$ cat config.mk
export PLATFORM = sky130hd
export DESIGN_NAME = tx_byte_queue_flat
export DESIGN_NICKNAME = d
export VERILOG_FILES = /design/src/rtl/tx_byte_queue_pkg.sv /design/src/rtl/tx_byte_queue_if.sv /design/src/rtl/tx_byte_queue_byte_fifo.sv /design/src/rtl/tx_byte_queue.sv /design/src/flat_wrapper.sv
export SDC_FILE = /design/constraint.sdc
export NUM_CORES = 1
export LEC_CHECK = 0
export CORE_MARGIN = 3
export CORE_UTILIZATION = 40
export DETAILED_ROUTE_END_ITERATION = 6
export DONT_BUFFER_PORTS = 1
export PLACE_DENSITY = 0.58
export SLEW_MARGIN = 20
export SYNTH_ARGS = -nofsm -noshare
export SYNTH_HDL_FRONTEND = slang
export SYNTH_SLANG_ARGS = --single-unit
export TNS_END_PERCENT = 1
$ cat constraint.sdc
create_clock -name i_clk -period 2.95 [get_ports i_clk]
set_clock_uncertainty 0.05 [all_clocks]
set_input_delay 0.4425 -clock i_clk [delete_from_list [all_inputs] [get_ports i_clk]]
set_output_delay 0.4425 -clock i_clk [all_outputs]
set_load 0.05 [all_outputs]
$ cat src/rtl/tx_byte_queue_pkg.sv
// Shared defaults and launch-FSM encoding for the UART transmit byte queue.
package tx_byte_queue_pkg;

    localparam int DEF_DATA_W       = 8;
    localparam int DEF_DEPTH        = 16;
    localparam int DEF_BUSY_TIMEOUT = 64;

    typedef enum logic [2:0] {
        IDLE      = 3'd0,
        LOAD      = 3'd1,
        START     = 3'd2,
        WAIT_BUSY = 3'd3,
        WAIT_DONE = 3'd4
    } tx_state_e;

endpackage

$ cat src/rtl/tx_byte_queue_if.sv
// Byte-in / transmitter-out bundle of the transmit queue, plus occupancy status.
interface tx_byte_queue_if #(
    parameter int DATA_W = 8,
    parameter int ADDR_W = 4
);
    logic [DATA_W-1:0] in_data;
    logic              in_valid;
    logic              tx_busy;
    logic [DATA_W-1:0] tx_data;
    logic              tx_start;
    logic [ADDR_W:0]   count;
    logic              empty;
    logic              full;
    logic              overflow;

    modport master (
        output in_data, in_valid, tx_busy,
        input  tx_data, tx_start, count, empty, full, overflow
    );

    modport slave (
        input  in_data, in_valid, tx_busy,
        output tx_data, tx_start, count, empty, full, overflow
    );
endinterface

$ cat src/rtl/tx_byte_queue_byte_fifo.sv
// Circular byte buffer with explicit occupancy count, registered flags and sticky overflow.
module tx_byte_queue_byte_fifo
    import tx_byte_queue_pkg::*;
#(
    parameter int DATA_W = DEF_DATA_W,
    parameter int DEPTH  = DEF_DEPTH,
    parameter int ADDR_W = $clog2(DEPTH)
) (
    input  logic              i_clk,
    input  logic              i_rst,
    input  logic              i_push,
    input  logic [DATA_W-1:0] i_push_data,
    input  logic              i_pop,
    output logic [DATA_W-1:0] o_rd_data,
    output logic [ADDR_W:0]   o_count,
    output logic              o_empty,
    output logic              o_full,
    output logic              o_overflow
);
    localparam logic [ADDR_W:0] FULL_CNT = (ADDR_W+1)'(DEPTH);

    logic [DATA_W-1:0] r_mem [DEPTH];
    logic [ADDR_W-1:0] r_wr_ptr;
    logic [ADDR_W-1:0] r_rd_ptr;
    logic [ADDR_W:0]   r_count;
    logic              r_empty;
    logic              r_full;
    logic              r_overflow;
    logic              w_push_ok;
    logic [ADDR_W:0]   w_count_nxt;

    // A full queue still takes a byte when a pop frees a slot on the same edge.
    assign w_push_ok = i_push && (!r_full || i_pop);

    always_comb begin
        w_count_nxt = r_count;
        case ({w_push_ok, i_pop})
            2'b10:   w_count_nxt = r_count + 1'b1;
            2'b01:   w_count_nxt = r_count - 1'b1;
            default: w_count_nxt = r_count;
        endcase
    end

    always_ff @(posedge i_clk or posedge i_rst) begin
        if (i_rst) begin
            r_wr_ptr   <= '0;
            r_rd_ptr   <= '0;
            r_count    <= '0;
            r_empty    <= 1'b1;
            r_full     <= 1'b0;
            r_overflow <= 1'b0;
        end else begin
            if (w_push_ok)
                r_wr_ptr <= r_wr_ptr + 1'b1;
            if (i_pop)
                r_rd_ptr <= r_rd_ptr + 1'b1;
            r_count <= w_count_nxt;
            r_empty <= (w_count_nxt == '0);
            r_full  <= (w_count_nxt == FULL_CNT);
            if (i_push && !w_push_ok)
                r_overflow <= 1'b1;
        end
    end

    always_ff @(posedge i_clk) begin
        if (w_push_ok)
            r_mem[r_wr_ptr] <= i_push_data;
    end

    assign o_rd_data  = r_mem[r_rd_ptr];
    assign o_count    = r_count;
    assign o_empty    = r_empty;
    assign o_full     = r_full;
    assign o_overflow = r_overflow;
endmodule

$ cat src/rtl/tx_byte_queue.sv
// Queues transformed bytes and launches them one per UART frame while the
// transmitter is idle, with a timeout in case tx_busy never answers a start.
module tx_byte_queue
    import tx_byte_queue_pkg::*;
#(
    parameter int DATA_W       = DEF_DATA_W,
    parameter int DEPTH        = DEF_DEPTH,
    parameter int ADDR_W       = $clog2(DEPTH),
    parameter int BUSY_TIMEOUT = DEF_BUSY_TIMEOUT
) (
    input logic           i_clk,
    input logic           i_rst,
    tx_byte_queue_if.slave bus
);
    localparam int TMR_W = (BUSY_TIMEOUT > 2) ? $clog2(BUSY_TIMEOUT) : 1;
    localparam logic [TMR_W-1:0] TMR_LAST = TMR_W'(BUSY_TIMEOUT - 1);

    tx_state_e         r_state;
    tx_state_e         w_state_nxt;
    logic [TMR_W-1:0]  r_timer;
    logic [TMR_W-1:0]  w_timer_nxt;
    logic [DATA_W-1:0] r_tx_data;
    logic [DATA_W-1:0] w_fifo_rd;
    logic              w_pop;
    logic              w_start;

    tx_byte_queue_byte_fifo #(
        .DATA_W (DATA_W),
        .DEPTH  (DEPTH),
        .ADDR_W (ADDR_W)
    ) u_fifo (
        .i_clk       (i_clk),
        .i_rst       (i_rst),
        .i_push      (bus.in_valid),
        .i_push_data (bus.in_data),
        .i_pop       (w_pop),
        .o_rd_data   (w_fifo_rd),
        .o_count     (bus.count),
        .o_empty     (bus.empty),
        .o_full      (bus.full),
        .o_overflow  (bus.overflow)
    );

    always_comb begin
        w_state_nxt = r_state;
        w_timer_nxt = r_timer;
        w_pop       = 1'b0;
        w_start     = 1'b0;
        case (r_state)
            IDLE: begin
                if (!bus.empty && !bus.tx_busy)
                    w_state_nxt = LOAD;
            end
            LOAD: begin
                w_pop       = 1'b1;
                w_state_nxt = START;
            end
            START: begin
                w_start     = 1'b1;
                w_timer_nxt = '0;
                w_state_nxt = WAIT_BUSY;
            end
            WAIT_BUSY: begin
                // A transmitter that never acknowledges must not wedge the queue.
                if (bus.tx_busy) begin
                    w_state_nxt = WAIT_DONE;
                end else begin
                    w_timer_nxt = r_timer + 1'b1;
                    if (w_timer_nxt == TMR_LAST)
                        w_state_nxt = IDLE;
                end
            end
            WAIT_DONE: begin
                if (!bus.tx_busy)
                    w_state_nxt = IDLE;
            end
            default: w_state_nxt = IDLE;
        endcase
    end

    always_ff @(posedge i_clk or posedge i_rst) begin
        if (i_rst) begin
            r_state   <= IDLE;
            r_timer   <= '0;
            r_tx_data <= '0;
        end else begin
            r_state <= w_state_nxt;
            r_timer <= w_timer_nxt;
            if (w_pop)
                r_tx_data <= w_fifo_rd;
        end
    end

    assign bus.tx_data  = r_tx_data;
    assign bus.tx_start = w_start;
endmodule

$ cat src/flat_wrapper.sv
// flat-port wrapper written by rule: the top's interface ports become plain ports
module tx_byte_queue_flat import tx_byte_queue_pkg::*;
#(
    parameter int DATA_W       = DEF_DATA_W,
    parameter int DEPTH        = DEF_DEPTH,
    parameter int ADDR_W       = $clog2(DEPTH),
    parameter int BUSY_TIMEOUT = DEF_BUSY_TIMEOUT
)
  (i_clk, i_rst, bus_in_data, bus_in_valid, bus_tx_busy, bus_tx_data, bus_tx_start, bus_count, bus_empty, bus_full, bus_overflow);
  tx_byte_queue_if #(.DATA_W(DATA_W), .ADDR_W(ADDR_W)) bus_i ();
  input logic i_clk;
  input logic i_rst;
  input wire logic [$bits(bus_i.in_data)-1:0] bus_in_data;
  input wire logic [$bits(bus_i.in_valid)-1:0] bus_in_valid;
  input wire logic [$bits(bus_i.tx_busy)-1:0] bus_tx_busy;
  output wire logic [$bits(bus_i.tx_data)-1:0] bus_tx_data;
  output wire logic [$bits(bus_i.tx_start)-1:0] bus_tx_start;
  output wire logic [$bits(bus_i.count)-1:0] bus_count;
  output wire logic [$bits(bus_i.empty)-1:0] bus_empty;
  output wire logic [$bits(bus_i.full)-1:0] bus_full;
  output wire logic [$bits(bus_i.overflow)-1:0] bus_overflow;
  assign bus_i.in_data = bus_in_data;
  assign bus_i.in_valid = bus_in_valid;
  assign bus_i.tx_busy = bus_tx_busy;
  assign bus_tx_data = bus_i.tx_data;
  assign bus_tx_start = bus_i.tx_start;
  assign bus_count = bus_i.count;
  assign bus_empty = bus_i.empty;
  assign bus_full = bus_i.full;
  assign bus_overflow = bus_i.overflow;
  tx_byte_queue #(.DATA_W(DATA_W), .DEPTH(DEPTH), .ADDR_W(ADDR_W), .BUSY_TIMEOUT(BUSY_TIMEOUT)) u_core (.i_clk(i_clk), .i_rst(i_rst), .bus(bus_i));
endmodule
Word-level counts from Yosys, hierarchy flattened --
Memories as Yosys holds them, arrays and structs flattened. A register that Yosys moved wholly into a read port is not among the register bits. Index checks and enable logic that the tools add are counted.
Word-level totals: input bits 12, memories 1, bits in writable memories 128, logic and storage cells 51, output and inout port bits 17, flip-flop bits (word level) 25
Cells by class: reduce and logical (&&, ||, !) cells 13, eq/ne operators 12, add/subtract/negate cells 5, multiplexer cells 12
Memory list:
- u_core.u_fifo.r_mem | depth 16, bits a word 8, rd ports 1, clocked after Yosys merged registers in 1, wr ports 1, line tx_byte_queue_byte_fifo.sv:22 | logic [DATA_W-1:0] r_mem [DEPTH];
Operators by type and width (number):
- $pmux 3 s5 | 1
- $mux 3 | 4
- $pmux 6 s2 | 1
- $pmux 5 s2 | 1
- $add 4x1->4 const B | 2
- $add 6x1->6 const B | 1
- $eq 3x2->1 const B | 2
- $eq 6x6->1 const B | 1
- $mux 6 | 1
- $add 5x1->5 const B | 1
- $eq 5x5->1 const B | 1
- $logic_not 5->1 | 1
- $sub 5x1->5 const B | 1
- $logic_not 1->1 | 4
- $mux 1 | 4
- $ne 2x2->1 const B | 2
- $eq 3x1->1 const B | 1
- $eq 3x3->1 const B | 1
- $logic_and 1x1->1 | 3
- $logic_not 3->1 | 1
- $ne 3x2->1 const B | 1
- $reduce_and 3->1 | 1
- $eq 2x1->1 const B | 1
- $eq 2x2->1 const B | 1
- 4 further kinds | 4

Depth between registers and ports, before layout --
depth after elaboration 7, mapped depth 13

Hierarchy --
From an unflattened synthesis, not the netlist that was laid out.
Second synthesis, totals: cells, all modules 352, area, all modules 6723.9 µm²
Modules (own cells, without submodules):
- tx_byte_queue_byte_fifo | instances 1, cells each 278, area each 5881.9 µm², sequential area each 4245.3 µm²
- tx_byte_queue | instances 1, cells each 74, area each 842.1 µm², sequential area each 425.4 µm²

Worst setup path after synthesis --
Ideal clock, no wire load.
path type register -> register, start register u_core.r_state[1], end register u_core.u_fifo.r_full (netlist: u_core.u_fifo.o_full), path slack 0.151 ns, required time 2.827 ns, stages on the path, launching flop included 13, arrival 2.676 ns, clock period less this slack 2.799 ns, cell sequence dfrtp_1 or3b_1 a21boi_1 inv_1 ha_1 buf_2 xor2_1 ha_1 a21oi_1 mux2i_1 xnor2_1 a311o_1 nor2b_1
On the way: word-level cells in the longest chain between the ends 7
Ends and longest elaborated chain:
- start, declared | line tx_byte_queue.sv:18 | tx_state_e r_state;
- start signal, assigned | line tx_byte_queue.sv:87 | r_state <= w_state_nxt;
- $eq 3x1->1 (*) | line tx_byte_queue.sv:49 | case (r_state)
- $mux 1 (*) | line tx_byte_queue.sv:49
- $logic_or 1x1->1 | line tx_byte_queue_byte_fifo.sv:33 | assign w_push_ok = i_push && (!r_full || i_pop);
- $logic_and 1x1->1 | line tx_byte_queue_byte_fifo.sv:33
- $eq 2x1->1 or $eq 2x2->1 (tied branches) | line tx_byte_queue_byte_fifo.sv:37 | case ({w_push_ok, i_pop})
- $pmux 5 s2 (*) | line tx_byte_queue_byte_fifo.sv:37
- via u_core.u_fifo.w_count_nxt[2] | line tx_byte_queue_byte_fifo.sv:30 | logic [ADDR_W:0] w_count_nxt;
- $eq 5x5->1 (*) | line tx_byte_queue_byte_fifo.sv:59 | r_full <= (w_count_nxt == FULL_CNT);
- end signal, assigned | line tx_byte_queue_byte_fifo.sv:59
- end, declared | line tx_byte_queue_byte_fifo.sv:27 | logic r_full;
The timed path passes the listed nets; every way through them passes the cells marked *. A chain may end at the register's enable or synchronous reset.

Worst setup path in the final report --
Ends and elaborated chain as after synthesis.

==> key figures <==
Detailed routing
  • WL per Instance: 21.1 microns
  • Met1 wire length: 5.74 mm
  • Top sig layer: met4
  • Vias per cell: 5.32
  • DR DRC count: 0
  • Vias: 3,391
  • Routed WL: 13.4 mm
  • DRT iter0 DRCs: 247
  • Routed length on met2: 6.57 mm
  • Metal3 WL: 939 microns
  • Routed Antenna Nets: 0
  • Drt pass-1 iters: 4

Setup path
  • Worst r2r dst: u_core.u_fifo.o_full$_DFF_PP0_
  • Worst reg2reg setup slack: 0.17 ns
  • Reg2Reg Launch Point: u_core.r_state[1]$_DFFE_PP0P_
  • Critical path capture point type: register
  • Max FO, Critical Path: 13
  • Arrival time worst endpoint: 3.08 ns
  • Worst r2r path cells: 11
  • Startpoint types: register
  • Worst EP required: 3.25 ns
  • Setup CP Type: register to register

Cells and area
  • Multi-input logic area: 1870 sq um
  • Share of post-route cells with drive strength above 1: 21.1%
  • Area growth, synth to finish: 13.3%
  • Ant diodes: 0
  • Register area: 4670 sq um
  • Commonest non-fill, non-tap cells in the layout: 128 x edfxtp_1, 31 x dfrtp_1, 24 x mux4_2
  • Fin area: 7610 sq um
  • Final layout net count: 430
  • Most common cell after layout, fill and taps aside: edfxtp_1
  • Fillcell total: 1,369

Synthesis
  • Post-synthesis mux area share: 12.9%
  • Net count after synthesis: 414
  • Largest family of logic cells by synthesized area: multiplexers
  • Synthesized area: 6720 sq um
  • Avg Cell Area, Syn: 17.1 sq um
  • Post-synthesis xor/xnor area fraction: 1.83%
  • Top FF cell, synth: edfxtp_1
  • Post-synthesis cell type count: 49
  • Sequential share of the synthesized area: 69.5%
  • Asr flop ratio synth: 20.5%
  • Simple-gate portion of the synthesized area: 5.91%
  • Adder-Cell Fraction of Synth Area: 1.86%
  • Yosys warnings: 0
  • Mapped Cells: 392
  • Compound-Gate Fraction of Synth Area: 5.14%
  • Flops & latches, synth: 161
  • Post-synth EDFFs: 128

Job
  • # Max-Cap Violations: 0

Floorplanning
  • Die W: 136 microns
  • Starting Density: 41.5%
  • Top Ports: 29
  • Core Region: 16,200 sq um
  • Die area: 18,400 sq um
  • Std cell rows: 46
  • Die Ht: 136 microns

STA
  • TNS Setup: 0 ns
  • Unrepaired setup endpoints after global routing: no
  • Post-layout minimum cycle time: 2.78 ns
  • Slew margin rel.: 53.1%
  • Slew @ Worst Pin: 0.704 ns
  • Fin crit share: 94.3%
  • Setup-failing EPs final: 0
  • Fmax: 360 MHz
  • Final hold viol count: 0
  • Slew Limit Fails: 0

Power
  • Share of total power in sequential cells: 44.3%
  • Sw Ratio: 34.6%
  • Worst VDD drop: 531 uV
  • Logic pwr share: 28.0%
  • Switch Pwr: 0.00272 W
  • Leak Pwr: 2.65 nW
  • PwrDens: 1030 nW/um^2
  • Cell-internal power: 0.00512 W
  • Overall Power: 0.00784 W
  • Clock power frac: 27.7%

Min path
  • Hold WC Path Type: primary input to register
  • Sink of the worst hold path: u_core.u_fifo.r_mem[7][6]$_DFFE_PP_
  • Worst Hold Path Cells: 0
  • Hold path startpoint: bus_in_data[6]

Clock tree
  • Reg clk slew, reported paths: 0.07 ns
  • Clk root buf: clkbuf_16
  • Worst skew pair latency: 0.42 ns
  • CTS Buf Count: 17
  • TritonCTS clock tree: done
  • Clk buf depth: 2
  • H-tree depth: 4
  • Clock Sinks: 161

Global route
  • Congestion Overflow GR: 0
  • GRT Overall Usage: 15.7%
  • Initial antenna violation count: 0
  • First-pass GRT wire length: 20.9 mm
  • Largest net degree at the start of global routing: 38
  • Vias in the first global route: 3,484

Placed design
  • Port Buffers: 0
  • Gpl congestion: 0.744
  • DP HPWL: 8.39 mm
  • Cell Area, Placed: 6970 sq um

Run status
  • Outcome: complete, no violations
-- metal layers --
metal	vias to the layer above	track usage, %
li1	1558	-
met1	1731	21.0
met2	89	24.5
met3	13	5.20
met4	0	4.65
met5	-	0
-- registers in the layout (all words and copies together) (netlist names) --
name / count
u_core.u_fifo.o_empty: 1
u_core.u_fifo.r_wr_ptr: 4
u_core.r_timer: 6
u_core.u_fifo.r_rd_ptr: 4
u_core.u_fifo.o_count: 5
u_core.u_fifo.o_overflow: 1
u_core.u_fifo.r_mem: 128
u_core.u_fifo.o_full: 1
u_core.r_state: 3
u_core.bus.tx_data: 8
-- per-stage QoR --
stage | setup WS [ns] | std cells | util, % | hold slack [ns]
after global placement | 0.196 | 600 | 43.1 | 0.406
after CTS | 0.0258 | 633 | 46.8 | 0.0444
final | 0.169 | 637 | 47.1 | 0.0622
after floorplan | 0.151 | 392 | - | 0.409
after detailed placement | 0.0502 | 600 | 43.1 | 0.410
after global routing | 0.000898 | 637 | 47.1 | 0.0338
-- worst max-delay path: stages, from the launching register on --
cell and delay (ns):
dfrtp_1 0.40, or3b_4 0.43, buf_4 0.21, inv_1 0.09
ha_1 0.18, xor2_1 0.17, ha_2 0.22, o21ai_0 0.09
a221oi_1 0.30, o221ai_1 0.18, xnor2_1 0.25, nor2b_1 0.16
-- timing repair --
action	in CTS	in global routing
resized for setup	0	5
hold endpoints to repair	32	0
buffers inserted	0	4
setup endpoints to repair	0	3
hold buffers	1	0
-- final cells by class --
cell class	instances	area share [%]
timing repair buffer	18	1.97
inverter	17	0.838
tap	216	3.55
clock buffer	18	5.64
sequential	161	61.4
multi-input combinational	193	24.6
clock inverter	14	2.04
-- kinds of logic after synthesis --
kind of cell / after synthesis
flip-flops: 161
AND/OR/NAND/NOR: 72
AO/OA/AOI/OAI: 53
multiplexers: 44
buffers and inverters: 38
XOR/XNOR: 14
adder cells (fa/ha/maj): 10
-- synthesized netlist by cell type, drive strengths merged, types with 3 or more instances --
cell	count	area share (%)
mux2	9	1.5
and4	4	0.52
nand2	14	0.78
clkbuf	9	0.52
edfxtp	128	57
dfrtp	32	12
inv	17	0.95
nor3b	3	0.34
mux4	31	11
a221o	7	1.0
mux2i	4	0.60
nand3	8	0.60
nor2b	7	0.65
ha	10	1.9
a21oi	13	0.97
buf	12	1.4
xnor2	12	1.6
nor2	11	0.61
o21ai	18	1.3
nor3	4	0.30
and2	13	1.2
-- power by group through the flow --
stage | Sequential [W] | Combinational [W] | Clock (W)
after floorplan | 0.00341 | 0.00168 | 0
after global placement | 0.00350 | 0.00214 | 0
after detailed placement | 0.00352 | 0.00217 | 0
after CTS | 0.00347 | 0.00218 | 0.00222
after global routing | 0.00352 | 0.00241 | 0.00232
final | 0.00347 | 0.00219 | 0.00217
-- worst max-delay path by stage --
| stage | start | end | slack, ns | cells past startpoint |
|---|---|---|---|---|
| 4_1_cts | u_core.r_state[2]$_DFFE_PP0P_ | u_core.u_fifo.o_full$_DFF_PP0_ | 0.03 | 11 |
| 2_1_floorplan | u_core.r_state[1]$_DFFE_PP0P_ | u_core.u_fifo.o_full$_DFF_PP0_ | 0.15 | 12 |
| 3_5_place_dp | u_core.r_state[2]$_DFFE_PP0P_ | u_core.u_fifo.o_full$_DFF_PP0_ | 0.05 | 11 |
| 5_1_grt | u_core.r_state[1]$_DFFE_PP0P_ | u_core.u_fifo.o_full$_DFF_PP0_ | 0.0009 | 11 |
| 3_3_place_gp | u_core.r_state[2]$_DFFE_PP0P_ | u_core.u_fifo.o_full$_DFF_PP0_ | 0.20 | 11 |
| 6_report | u_core.r_state[1]$_DFFE_PP0P_ | u_core.u_fifo.o_full$_DFF_PP0_ | 0.17 | 11 |
Power figures use the tool's default switching activity.
